--- src/rtl/mult_result_serializer.sv ---
// Serializes a 256-bit multiplier product into eight 32-bit words over a valid/ready link.
// Optional RESULT_PARITY_EN adds an even-parity bit (XOR of word_data).
module mult_result_serializer #(
  parameter bit MSW_FIRST = 1'b0
) (
  input  logic         clock,
  input  logic         reset_n,
  input  logic         mul_ready,
  input  logic [255:0] mul_out,
  output logic         word_valid,
  output logic [31:0]  word_data,
  input  logic         word_ready,
  output logic         word_last,
  output logic         busy,
  output logic         overrun
`ifdef RESULT_PARITY_EN
  ,
  output logic         word_parity
`endif
);

  typedef enum logic {
    IDLE,
    SEND
  } state_t;

  state_t              state;
  state_t              state_n;
  logic [2:0]          idx;
  logic [2:0]          idx_n;
  logic [7:0][31:0]    shadow;
  logic [7:0][31:0]    shadow_n;
  logic                mul_ready_q;
  logic                overrun_n;
  logic                cap;
  logic                hs;
  logic                at_last;
  logic [2:0]          k;

  assign cap     = mul_ready & ~mul_ready_q;
  assign busy    = (state == SEND);
  assign hs      = busy & word_ready;
  assign at_last = (idx == 3'd7);

  // Reset value 1 masks a level already high at reset release.
  always_ff @(posedge clock or negedge reset_n) begin
    if (!reset_n) begin
      state       <= IDLE;
      idx         <= 3'd0;
      shadow      <= '0;
      mul_ready_q <= 1'b1;
      overrun     <= 1'b0;
    end else begin
      state       <= state_n;
      idx         <= idx_n;
      shadow      <= shadow_n;
      mul_ready_q <= mul_ready;
      overrun     <= overrun_n;
    end
  end

  always_comb begin
    state_n   = state;
    idx_n     = idx;
    shadow_n  = shadow;
    overrun_n = overrun;
    unique case (state)
      IDLE: begin
        if (cap) begin
          shadow_n = mul_out;
          idx_n    = 3'd0;
          state_n  = SEND;
        end
      end
      SEND: begin
        unique case (1'b1)
          hs && at_last: begin
            idx_n = 3'd0;
            if (cap) begin
              shadow_n = mul_out;
            end else begin
              state_n = IDLE;
            end
          end
          default: begin
            if (hs) begin
              idx_n = idx + 3'd1;
            end
            // Result arriving mid-stream is dropped.
            if (cap) begin
              overrun_n = 1'b1;
            end
          end
        endcase
      end
      default: begin
        state_n = IDLE;
      end
    endcase
  end

  assign k          = MSW_FIRST ? ~idx : idx;
  assign word_valid = busy;
  assign word_last  = busy & at_last;
  assign word_data  = busy ? shadow[k] : 32'd0;

`ifdef RESULT_PARITY_EN
  assign word_parity = ^word_data;
`endif

endmodule

--- config.mk ---
export PLATFORM = sky130hd
export DESIGN_NAME = mult_result_serializer
export DESIGN_NICKNAME = d
export VERILOG_FILES = /design/src/rtl/mult_result_serializer.sv
export SDC_FILE = /design/constraint.sdc
export NUM_CORES = 1
export LEC_CHECK = 0
export ABC_CLOCK_PERIOD_IN_PS = 2300
export BUFFER_PORTS_ARGS = -buffer_cell sky130_fd_sc_hd__buf_2
export CAP_MARGIN = 20
export CORE_MARGIN = 2
export CORE_UTILIZATION = 54
export DETAILED_ROUTE_END_ITERATION = 7
export PLACE_DENSITY = 0.8
export SLEW_MARGIN = 20
export SYNTH_ARGS = -nofsm -noshare
export SYNTH_HDL_FRONTEND = slang
export SYNTH_SLANG_ARGS = --single-unit
export TNS_END_PERCENT = 30
--- constraint.sdc ---
create_clock -name clock -period 2.3 [get_ports clock]
set_input_delay 0 -clock clock [delete_from_list [all_inputs] [get_ports clock]]
set_output_delay 0 -clock clock [all_outputs]
set_load 0.05 [all_outputs]
==> impl_results.md, run 1 <==
* CTS sink cnt at 262
* Utilization after layout at 0.789
* Share of layout cells above drive strength 1 at 0.519
* Initial DRC count at 565
* Setup TNS at -31.7 ps
* CP Max Fanout at 18
* Die ar. at 0.0242 sq mm
* Seq cells post-synth at 262
* Period utilization at 1.01
* Reg2reg end: shadow[185]$_DFFE_PN0P_
* Final Cell Area at around 0.018 sq mm
* CTS Buf Count at 28
* Least-Margin Pin Slew at 673 ps
* Via count at 9341
* Die Ht at 156 microns
* Seq pwr share at 0.328
* Routability congestion estimate at 0.835
* Worst R2R Path Depth at 7
* Post-DP HPWL at between 20000 and 25000 microns
* Layout overhead on the synthesized area at 43.5%
* Latest clock arrival within the worst-skew pair at 540 ps
* Worst setup margin at -31.7 ps
* Critical path capture point type: primary output
* Reg2reg start: idx[1]$_DFFE_PN0P_
* RSZ-0062 raised after global routing: true
* Hold_ws at 17.2 ps
* DRC violations left at 0
* Clock share of power at 0.193
* Net switching power at 9.77 mW
* Number of flops mapped to enable cells by yosys at 0
* Final setup violating endpoints at 1
* Post-synthesis async set-or-reset flop share at 1.00
* Vias in the first global route at 10500
* Max_slew headroom at 0.550
* First-pass GRT wire length at roughly 60000 microns
* Row Count at 55
* CP max stage delay at 600 ps
* Post-layout min period at 2330 ps
* CP cell instances: buf_12, mux4_1, inv_1, a221oi_1, buf_2
* Post-DR wirelength/cell at 23.6 microns
* Arrival time worst endpoint at 2330 ps
* Worst setup path class: reg -> out
* Most frequent cells in the layout: buf_2 (269), mux2_2 (268), dlygate4sd3_1 (259)
* Synth Cell Area at around 0.012 sq mm
* CP max-delay cell: mux4_1
* Starting Density at 0.550
* Final clock skew at 9.79 ps
* Failing checks: setup timing
* DP Worst Slack at 278 ps
* Highest clock rate at 429 MHz
* Setup crit start kind: flop
* Yosys top cell by area: dfrtp_1
* Ys flop type: dfrtp_1
* Largest net degree at the start of global routing at 74
* I/O pins at ~300
* Total gr overflow at 0
* Total power at between 20 and 30 mW
* Sequential area share after synthesis at 0.529
* Placed cell areas at 0.0139 sq mm
* CP Data Required Time at 2300 ps
* Placed Instances at 1331
* Clock root cell: clkbuf_16
* VDD IR-drop max at 0.795 mV
* PwrDens at 1410 mW/mm^2
* Status: finished with violations
* Max-slew violation count at 0
* Most common library cell in the layout ignoring fill and taps: buf_2
* Longest Clk Path Bufs at 3
* # H-tree levels at 1
* Core ar. at 0.0226 sq mm
* Buffers on Ports at 295
* Total global-route track usage at 0.319
* Syn Inst Count at 785
* Die Wd at 156 microns
* Syn avg cell area at ~16 sq um
* Synth top area cells: dfrtp_1 (53%), mux2_2 (24%), buf_12 (4.2%)
* Final wirelength at 39000 microns
* Share of the synthesized area in the top cell type at 0.526
* Worst min path class: in -> async
* Yosys cell types at 27
* YS warnings at 0
* Via-to-Cell Ratio at 5.66
* Initial antenna violation count at 5
* Final Hold Viols at 0
* Nets at ~1600
* Comb power frac at 0.479
* Clock-pin slew on the worst setup and hold paths at approximately 60 ps
* Internal power component at 15.3 mW
* Post-CTS Setup Bufs at 0
* LEAKAGE at 8.12 nW
* CTS tree: done
* Max-cap violations at 0
* First-pass DRT Iterations at 5
* Syn Nets at 1047
* Routed Antenna Nets at 0
* Fillers at 1200
* Switch share at 0.390
* R2R setup slack at 150 ps
* Fin cells at 1651
-- final cells by class --
type | count | area (sq um) | area share
clock inverter | 14 | 176 | 0.00991
sequential | 262 | 6560 | 0.369
antenna | 6 | 15.0 | 0.000843
timing repair buffer | 581 | 4660 | 0.262
clock buffer | 37 | 806 | 0.0453
tap | 285 | 357 | 0.0200
multi-input combinational | 434 | 5110 | 0.287
inverter | 32 | 120 | 0.00675
-- what timing repair did --
| action | in CTS | in global routing |
|---|---|---|
| gates cloned | 3 | 1 |
| endpoints found under the hold margin | 497 | 0 |
| hold buffers | 259 | 0 |
| pin swaps | 1 | 1 |
| setup endpoints to repair | 32 | 27 |
| gates resized for setup | 33 | 47 |
-- kinds of logic (layout without fill, tap and decap cells) --
family                     count (synthesis)  count (layout)  share of synthesized area
muxes                                    353             353                      0.357
DFF                                      262             262                      0.529
buffers and inverters                     90             664                     0.0679
AOI/OAI and AO/OA                         69              69                     0.0404
and+or+nand+nor                            9              10                    0.00393
adders and majority gates                  2               2                    0.00202
other                                      0               6                          0
-- critical path: cells and delay by family, from the launching register on --
family	cells	cell delay [ps]
buf+inv	3	640
mux	1	600
flops	1	440
compound gates	1	100
-- power by group through the flow --
stage	registers [mW]	clock network [mW]	logic (mW)
2_1_floorplan	7.60	0	8.06
3_3_place_gp	7.88	0	10.1
3_5_place_dp	8.01	0	10.3
4_1_cts	7.97	4.83	11.2
5_1_grt	8.41	5.09	12.5
6_report	8.21	4.83	12.0
-- synthesized netlist by cell type, types with 4 or more instances --
cell type and instances:
inv_1 32, buf_12 26, mux2_4 20, mux2_2 268, mux2i_1 32, a221oi_1 30
mux4_1 16, buf_2 11, nand2_1 4, buf_4 6, clkbuf_1 9, o21ai_0 32
dfrtp_1 261, mux4_2 16, buf_6 6
-- routing by layer --
metal  wire [microns]  GRT usage  vias to the layer above
li1                 -          -                     4017
met1            14700      0.377                     4726
met2            20200      0.563                      449
met3             2070     0.0567                      149
met4             2110      0.161                        0
met5                0          0                        -
-- flip-flops by register name (all words and copies together), names as in the netlist --
| signal | count |
|---|---|
| idx | 3 |
| mul_ready_q | 1 |
| shadow | 256 |
| busy | 1 |
| overrun | 1 |
-- how the worst max path moves through the flow --
stage | depth (start not counted) | from | end
2_1_floorplan | 4 | busy$_DFF_PN0_ | word_data[0]
3_3_place_gp | 7 | idx[1]$_DFFE_PN0P_ | shadow[44]$_DFFE_PN0P_
3_5_place_dp | 7 | idx[1]$_DFFE_PN0P_ | shadow[236]$_DFFE_PN0P_
4_1_cts | 5 | idx[1]$_DFFE_PN0P_ | word_data[9]
5_1_grt | 5 | idx[1]$_DFFE_PN0P_ | word_data[4]
6_report | 5 | idx[1]$_DFFE_PN0P_ | word_data[4]
Power figures use the tool's default switching activity.
==> run 2: changes to the inputs <==
Settings changed: BUFFER_PORTS_ARGS -buffer_cell sky130_fd_sc_hd__buf_2 to -buffer_cell sky130_fd_sc_hd__clkbuf_2.
==> run 2 against run 1 <==
Compared with the run above:
- the flow still finishes with violations (setup timing)
- largest power group unchanged
- combinational power increased by 16%
- wire length increased by 10%
- clock-buffer cell count rose by 4
- final area increased by 2.9%
- highest routed layer unchanged
- clock power down 2%
- register-to-register slack worse by 130 ps
==> impl_results.md, run 2 (synthesis gave the netlist of run 1 again) <==
* Status: finished with violations
* Failing checks: setup timing
* Routed Antenna Nets at 0 (unchanged)
* Longest Clk Path Bufs at 3 (unchanged)
* Clock-pin slew on the worst setup and hold paths at 60 ps (about the same)
* Top cell by count, worst path: buf_12
* Share of layout cells above drive strength 1 at 0.541 (+0.0215)
* Routability congestion estimate at 0.845 (+1.2%)
* I/O pins at 296 (unchanged)
* First-pass DRT Iterations at 5 (unchanged)
* Initial DRC count at 548 (-3.0%)
* VDD IR-drop max at 0.753 mV (-5.3%)
* Worst min path class: in -> async
* Post-DP HPWL at 20800 microns (+1.9%)
* LEAKAGE at 8.37 nW (+3.1%)
* Die Ht at 156 microns (unchanged)
* CP max-delay cell: dfrtp_2
* Row Count at 55 (unchanged)
* CP cell instances: buf_12, buf_16, buf_12, mux4_2, inv_1, a221oi_4, buf_12
* Most frequent cells in the layout: mux2_2 (267), clkbuf_2 (262), dlygate4sd3_1 (259)
* Placed Instances at 1331 (unchanged)
* Critical path capture point type: primary output
* Nets at 1622 (+1.3%)
* Vias in the first global route at 10700 (+2.7%)
* Fillers at 1148 (-4.3%)
* Worst setup margin at -65.6 ps (-34.0 ps)
* PwrDens at 1470 mW/mm^2 (+4.6%)
* Max-slew violation count at 0 (unchanged)
* # H-tree levels at 1 (unchanged)
* Via count at 9592 (+2.7%)
* Final Cell Area at 0.0183 sq mm (+2.9%)
* Least-Margin Pin Slew at 616 ps (-56.7 ps)
* Starting Density at 0.550 (unchanged)
* Final clock skew at 25.4 ps (+15.6 ps)
* Clock root cell: clkbuf_16
* CP Max Fanout at 8 (-10)
* Period utilization at 1.03 (+0.0148)
* CTS tree: done
* Setup crit start kind: flop
* First-pass GRT wire length at 61600 microns (+4.6%)
* DP Worst Slack at 245 ps (-32.8 ps)
* CP Data Required Time at 2300 ps (about the same)
* Layout overhead on the synthesized area at 47.6%
* Post-DR wirelength/cell at 25.8 microns (+9.1%)
* Most common library cell in the layout ignoring fill and taps: mux2_2
* Worst setup path class: reg -> out
* RSZ-0062 raised after global routing: true
* Placed cell areas at 0.0140 sq mm (+0.34%)
* Highest clock rate at 423 MHz (-1.4%)
* CTS Buf Count at 28 (unchanged)
* Post-layout min period at 2370 ps (+34.0 ps)
* Latest clock arrival within the worst-skew pair at 550 ps (about the same)
* Fin cells at 1668 (+1.0%)
* Final wirelength at 43000 microns (+10%)
* Largest net degree at the start of global routing at 78 (+5.4%)
* Die ar. at 0.0242 sq mm (unchanged)
* Arrival time worst endpoint at 2370 ps (+40 ps)
* Total gr overflow at 0 (unchanged)
* Final setup violating endpoints at 5 (+4)
* Largest register by flop count: shadow
* CP max stage delay at 440 ps (-160 ps)
* Via-to-Cell Ratio at 5.75 (+1.6%)
* DRC violations left at 0 (unchanged)
* Max-cap violations at 0 (unchanged)
* Die Wd at 156 microns (unchanged)
* Total global-route track usage at 0.338 (+0.0191)
* Largest regs: shadow (256), idx (3)
* Total power at 26.9 mW (+7.5%)
* Final Hold Viols at 0 (unchanged)
* Max_slew headroom at 0.589 (+0.0388)
* CTS sink cnt at 262 (unchanged)
* Utilization after layout at 0.811 (+0.0226)
* Initial antenna violation count at 3 (-2)
* Flip-flop count of the largest register after layout at 256 (unchanged)
* Core ar. at 0.0226 sq mm (unchanged)
* Buffers on Ports at 295 (unchanged)
==> run 2: stage by stage <==
step	hold WS [ps]	TNS, ps
after global routing	101	-1220
final	35.0	-242
after detailed placement	33.0	0
after CTS	55.7	-144
after global placement	28.6	0
after floorplan	-296	-2450
==> run 2: power by group <==
group	internal, mW	switching (mW)
logic	6.56	7.32
clock network	2.82	1.93
registers	6.85	1.46
total	16.2	10.7
==> run 2: final cells by class <==
cell class / count / area, sq um / area share
diodes: 3 / 7.51 / 0.000410
multi-input cells: 434 / 5270 / 0.288
flip-flops and latches: 262 / 6560 / 0.358
well taps: 285 / 357 / 0.0195
repair buffers: 602 / 5050 / 0.276
clock inverters: 9 / 123 / 0.00669
inverters: 32 / 120 / 0.00656
clock buffers: 41 / 831 / 0.0454
==> run 2: worst max-delay path, delay by kind of cell, from the launching register on <==
kind            cells  cell delay, ps
buf+inv             5             730
flops               1             440
mux                 1             330
compound gates      1             310
==> run 2: repair_timing <==
item	4_1_cts	5_1_grt
hold buffers	259	0
endpoints found under the setup margin	32	32
setup buffers	1	14
resized for setup	52	92
hold endpoints to repair	500	0
pin swaps	1	6
cloned	4	6
==> run 2: worst paths after layout <==
| check | start | endpoint | slack (ps) | depth (start not counted) |
|---|---|---|---|---|
| max in group asynchronous | reset_n | shadow[211]$_DFFE_PN0P_ | 1450 | 3 |
| min in group clock | mul_ready | mul_ready_q$_DFF_PN1_ | 180 | 2 |
| worst max register to register | idx[1]$_DFFE_PN0P_ | shadow[222]$_DFFE_PN0P_ | 20 | 8 |
| worst max-delay path | idx[1]$_DFFE_PN0P_ | word_data[24] | -70 | 7 |
| worst min-delay path | reset_n | shadow[109]$_DFFE_PN0P_ | 40 | 2 |
| worst min register to register | shadow[9]$_DFFE_PN0P_ | shadow[9]$_DFFE_PN0P_ | 500 | 1 |
==> run 2: per-layer routing <==
layer,vias up,part of all wire,global-route usage
li1,4074,-,-
met1,4833,0.37,0.391
met2,500,0.51,0.584
met3,185,0.063,0.0778
met4,0,0.060,0.188
met5,-,0,0
==> run 3: changes to the inputs <==
Settings changed: ABC_AREA set to 1, CORE_ASPECT_RATIO set to 0.75, CORE_UTILIZATION 54 to 55, PLACE_DENSITY 0.8 to 0.81.
==> run 3 against run 2 <==
Compared with the run above:
- the flow still finishes with violations (setup timing)
- clock skew decreased by 0.54 ps
- non-clock buffer count decreased by 14
- combinational power about the same
- area after synthesis increased by 3.8%
- clock power increased by 14%
- global-route usage increased by 4.1 points
- register-to-register slack about the same
- wire length increased by 14%
- critical path depth unchanged
==> impl_results.md, run 3 <==
* Final Hold Viols at 0 (unchanged)
* Synth Cell Area at 0.0129 sq mm (+3.8%)
* Period utilization at 1.02 (-0.00711)
* Synth top area cells: dfrtp_1 (51%), a21oi_1 (10%), nand2_1 (9.4%)
* Total global-route track usage at 0.379 (+0.0406)
* Sequential area share after synthesis at 0.509 (-0.0193)
* Highest clock rate at 426 MHz (+0.70%)
* Reg2reg end: shadow[116]$_DFFE_PN0P_
* Worst setup path class: reg -> out
* Hold_ws at 27.5 ps (-7.50 ps)
* Utilization after layout at 0.813 (+0.00146)
* LEAKAGE at 10.1 nW (+20%)
* Top-count cell post-synth: nand2_1
* Starting Density at 0.560 (+0.0101)
* Worst R2R Path Depth at 8 (unchanged)
* CP Data Required Time at 2300 ps (about the same)
* Least-Margin Pin Slew at 672 ps (+55.3 ps)
* First-pass DRT Iterations at 7 (+2)
* Via-to-Cell Ratio at 5.58 (-2.9%)
* Routability congestion estimate at 0.858 (+1.5%)
* Latest clock arrival within the worst-skew pair at 550 ps (about the same)
* Buffers on Ports at 295 (unchanged)
* Layout overhead on the synthesized area at 45.2%
* Most common library cell in the layout ignoring fill and taps: nand2_1
* Worst Setup SP: idx[0]$_DFFE_PN0P_
* Syn Nets at 1971 (+88%)
* Initial DRC count at 1701 (+210%)
* Max_slew headroom at 0.552 (-0.0369)
* Gr busiest metal: met2
* Die Ht at 137 microns (-12%)
* Initial antenna violation count at 3 (unchanged)
* Critical path capture point type: primary output
* Flip-flop count of the largest register after layout at 256 (unchanged)
* CP Max Fanout at 54 (+46)
* CTS tree: done
* Total gr overflow at 0 (unchanged)
* Die ar. at 0.0247 sq mm (+1.9%)
* Worst min path class: in -> async
* Share of the synthesized area in the top cell type at 0.507 (-0.0192)
* Clock root cell: clkbuf_16
* CTS sink cnt at 262 (unchanged)
* Seq cells post-synth at 262 (unchanged)
* M2 GR Usage at 0.636 (+0.0520)
* YS warnings at 0 (unchanged)
* DRC violations left at 0 (unchanged)
* Met1 usage at 0.450 (+0.0583)
* DP Worst Slack at 269 ps (+23.8 ps)
* First-pass GRT wire length at 73700 microns (+20%)
* I/O pins at 296 (unchanged)
* Final setup violating endpoints at 2 (-3)
* Longest Clk Path Bufs at 3 (unchanged)
* Nets at 2479 (+53%)
* Capture point of the critical path: word_data[17]
* Post-DP HPWL at 23700 microns (+14%)
* Status: finished with violations
* Yosys cell types at 19 (-30%)
* # H-tree levels at 1 (unchanged)
* Share of layout cells above drive strength 1 at 0.181 (-0.360)
* Syn avg cell area at 7.53 sq um (-52%)
* GR Util met3 at 0.0806 (+0.00285)
* Clock-pin slew on the worst setup and hold paths at 60 ps (about the same)
* Largest register by flop count: shadow
* Max-slew violation count at 0 (unchanged)
* Via count at 14200 (+48%)
* Setup crit start kind: flop
* Ys flop type: dfrtp_1
* Most frequent cells in the layout: nand2_1 (322), nor2_1 (302), inv_1 (265)
* Failing checks: setup timing
* Final Cell Area at 0.0187 sq mm (+2.1%)
* R2R setup slack at 20 ps (about the same)
* Die Wd at 181 microns (+16%)
* Largest net degree at the start of global routing at 104 (+33%)
* Syn Inst Count at 1709 (+120%)
* Number of flops mapped to enable cells by yosys at 0 (unchanged)
* Placed cell areas at 0.0147 sq mm (+5.3%)
* Final wirelength at 49100 microns (+14%)
* VDD IR-drop max at 1.51 mV (+100%)
* Arrival time worst endpoint at 2350 ps (-20 ps)
* Core ar. at 0.0230 sq mm (+1.9%)
* PwrDens at 1460 mW/mm^2 (-0.97%)
* Total power at 27.2 mW (+1.1%)
* Largest regs: shadow (256), idx (3)
* Post-synthesis async set-or-reset flop share at 1.00 (unchanged)
* Reg2reg start: idx[0]$_DFFE_PN0P_
* Final clock skew at 24.8 ps (-0.544 ps)
* Post-DR wirelength/cell at 19.3 microns (-25%)
* Routed Antenna Nets at 0 (unchanged)
* Yosys top cell by area: dfrtp_1
* Commonest cells post-synth: nand2_1 (323), nor2_1 (321), inv_1 (267)
* Worst setup margin at -49.3 ps (+16.4 ps)
* CTS Buf Count at 28 (unchanged)
* Row Count at 48 (-13%)
* Max-cap violations at 0 (unchanged)
* Post-layout min period at 2350 ps (-16.4 ps)
* Vias in the first global route at 14400 (+34%)
-- run 3: kinds of logic after synthesis --
family                     synth area share
and+or+nand+nor                       0.251
AOI/OAI and AO/OA                     0.102
buffers and inverters                 0.135
adders and majority gates           0.00194
DFF                                   0.509
muxes                              0.000777
-- run 3: repair_timing --
item,CTS,global route
hold buffers,259,0
gates resized for setup,29,24
setup endpoints to repair,24,32
cloned,0,4
hold endpoints to repair,523,0
buffers inserted,0,1
pin swaps,0,2
-- run 3: worst min path at each step --
stage,to,slack [ps],cells past startpoint
after floorplan,busy$_DFF_PN0_,-300,0
after global placement,shadow[162]$_DFFE_PN0P_,-6,1
after detailed placement,shadow[161]$_DFFE_PN0P_,9,1
after CTS,shadow[161]$_DFFE_PN0P_,40,2
after global routing,shadow[162]$_DFFE_PN0P_,70,2
final,shadow[129]$_DFFE_PN0P_,30,2
-- run 3: critical path, cell delays in order, from the launching register on --
cell and delay [ps]:
dfrtp_4 480, buf_8 330, nand2_1 180, nand3_1 130, nand2_1 90, nor2_1 280, nor2_4 80, buf_12 160
-- run 3: metrics by stage --
stage | cells | setup TNS, ps
floorplan | 1709 | 0
global placement | 2223 | 0
detailed placement | 2223 | 0
CTS | 2533 | 0
global route | 2540 | -98.9
finish | 2542 | -54.6
-- run 3: final cells by class --
class,count,area (sq um)
timing repair buffer,588,4960
antenna,4,10.0
clock buffer,42,855
inverter,267,1010
multi-input combinational,1070,4660
tap,300,375
sequential,262,6560
clock inverter,9,256
fill,1296,4300
-- run 3: power by group --
part	total, mW	internal (mW)	switching [mW]
clock	5.41	3.46	1.95
sequential	7.66	6.85	0.813
combinational	14.2	5.03	9.13
-- run 3: layer usage --
| metal | share of wire | vias to the layer above | routed length (microns) |
|---|---|---|---|
| li1 | - | 6237 | - |
| met1 | 0.35 | 6599 | 17300 |
| met2 | 0.47 | 1064 | 23200 |
| met3 | 0.099 | 292 | 4850 |
| met4 | 0.074 | 2 | 3630 |
| met5 | 0.00022 | - | 11 |
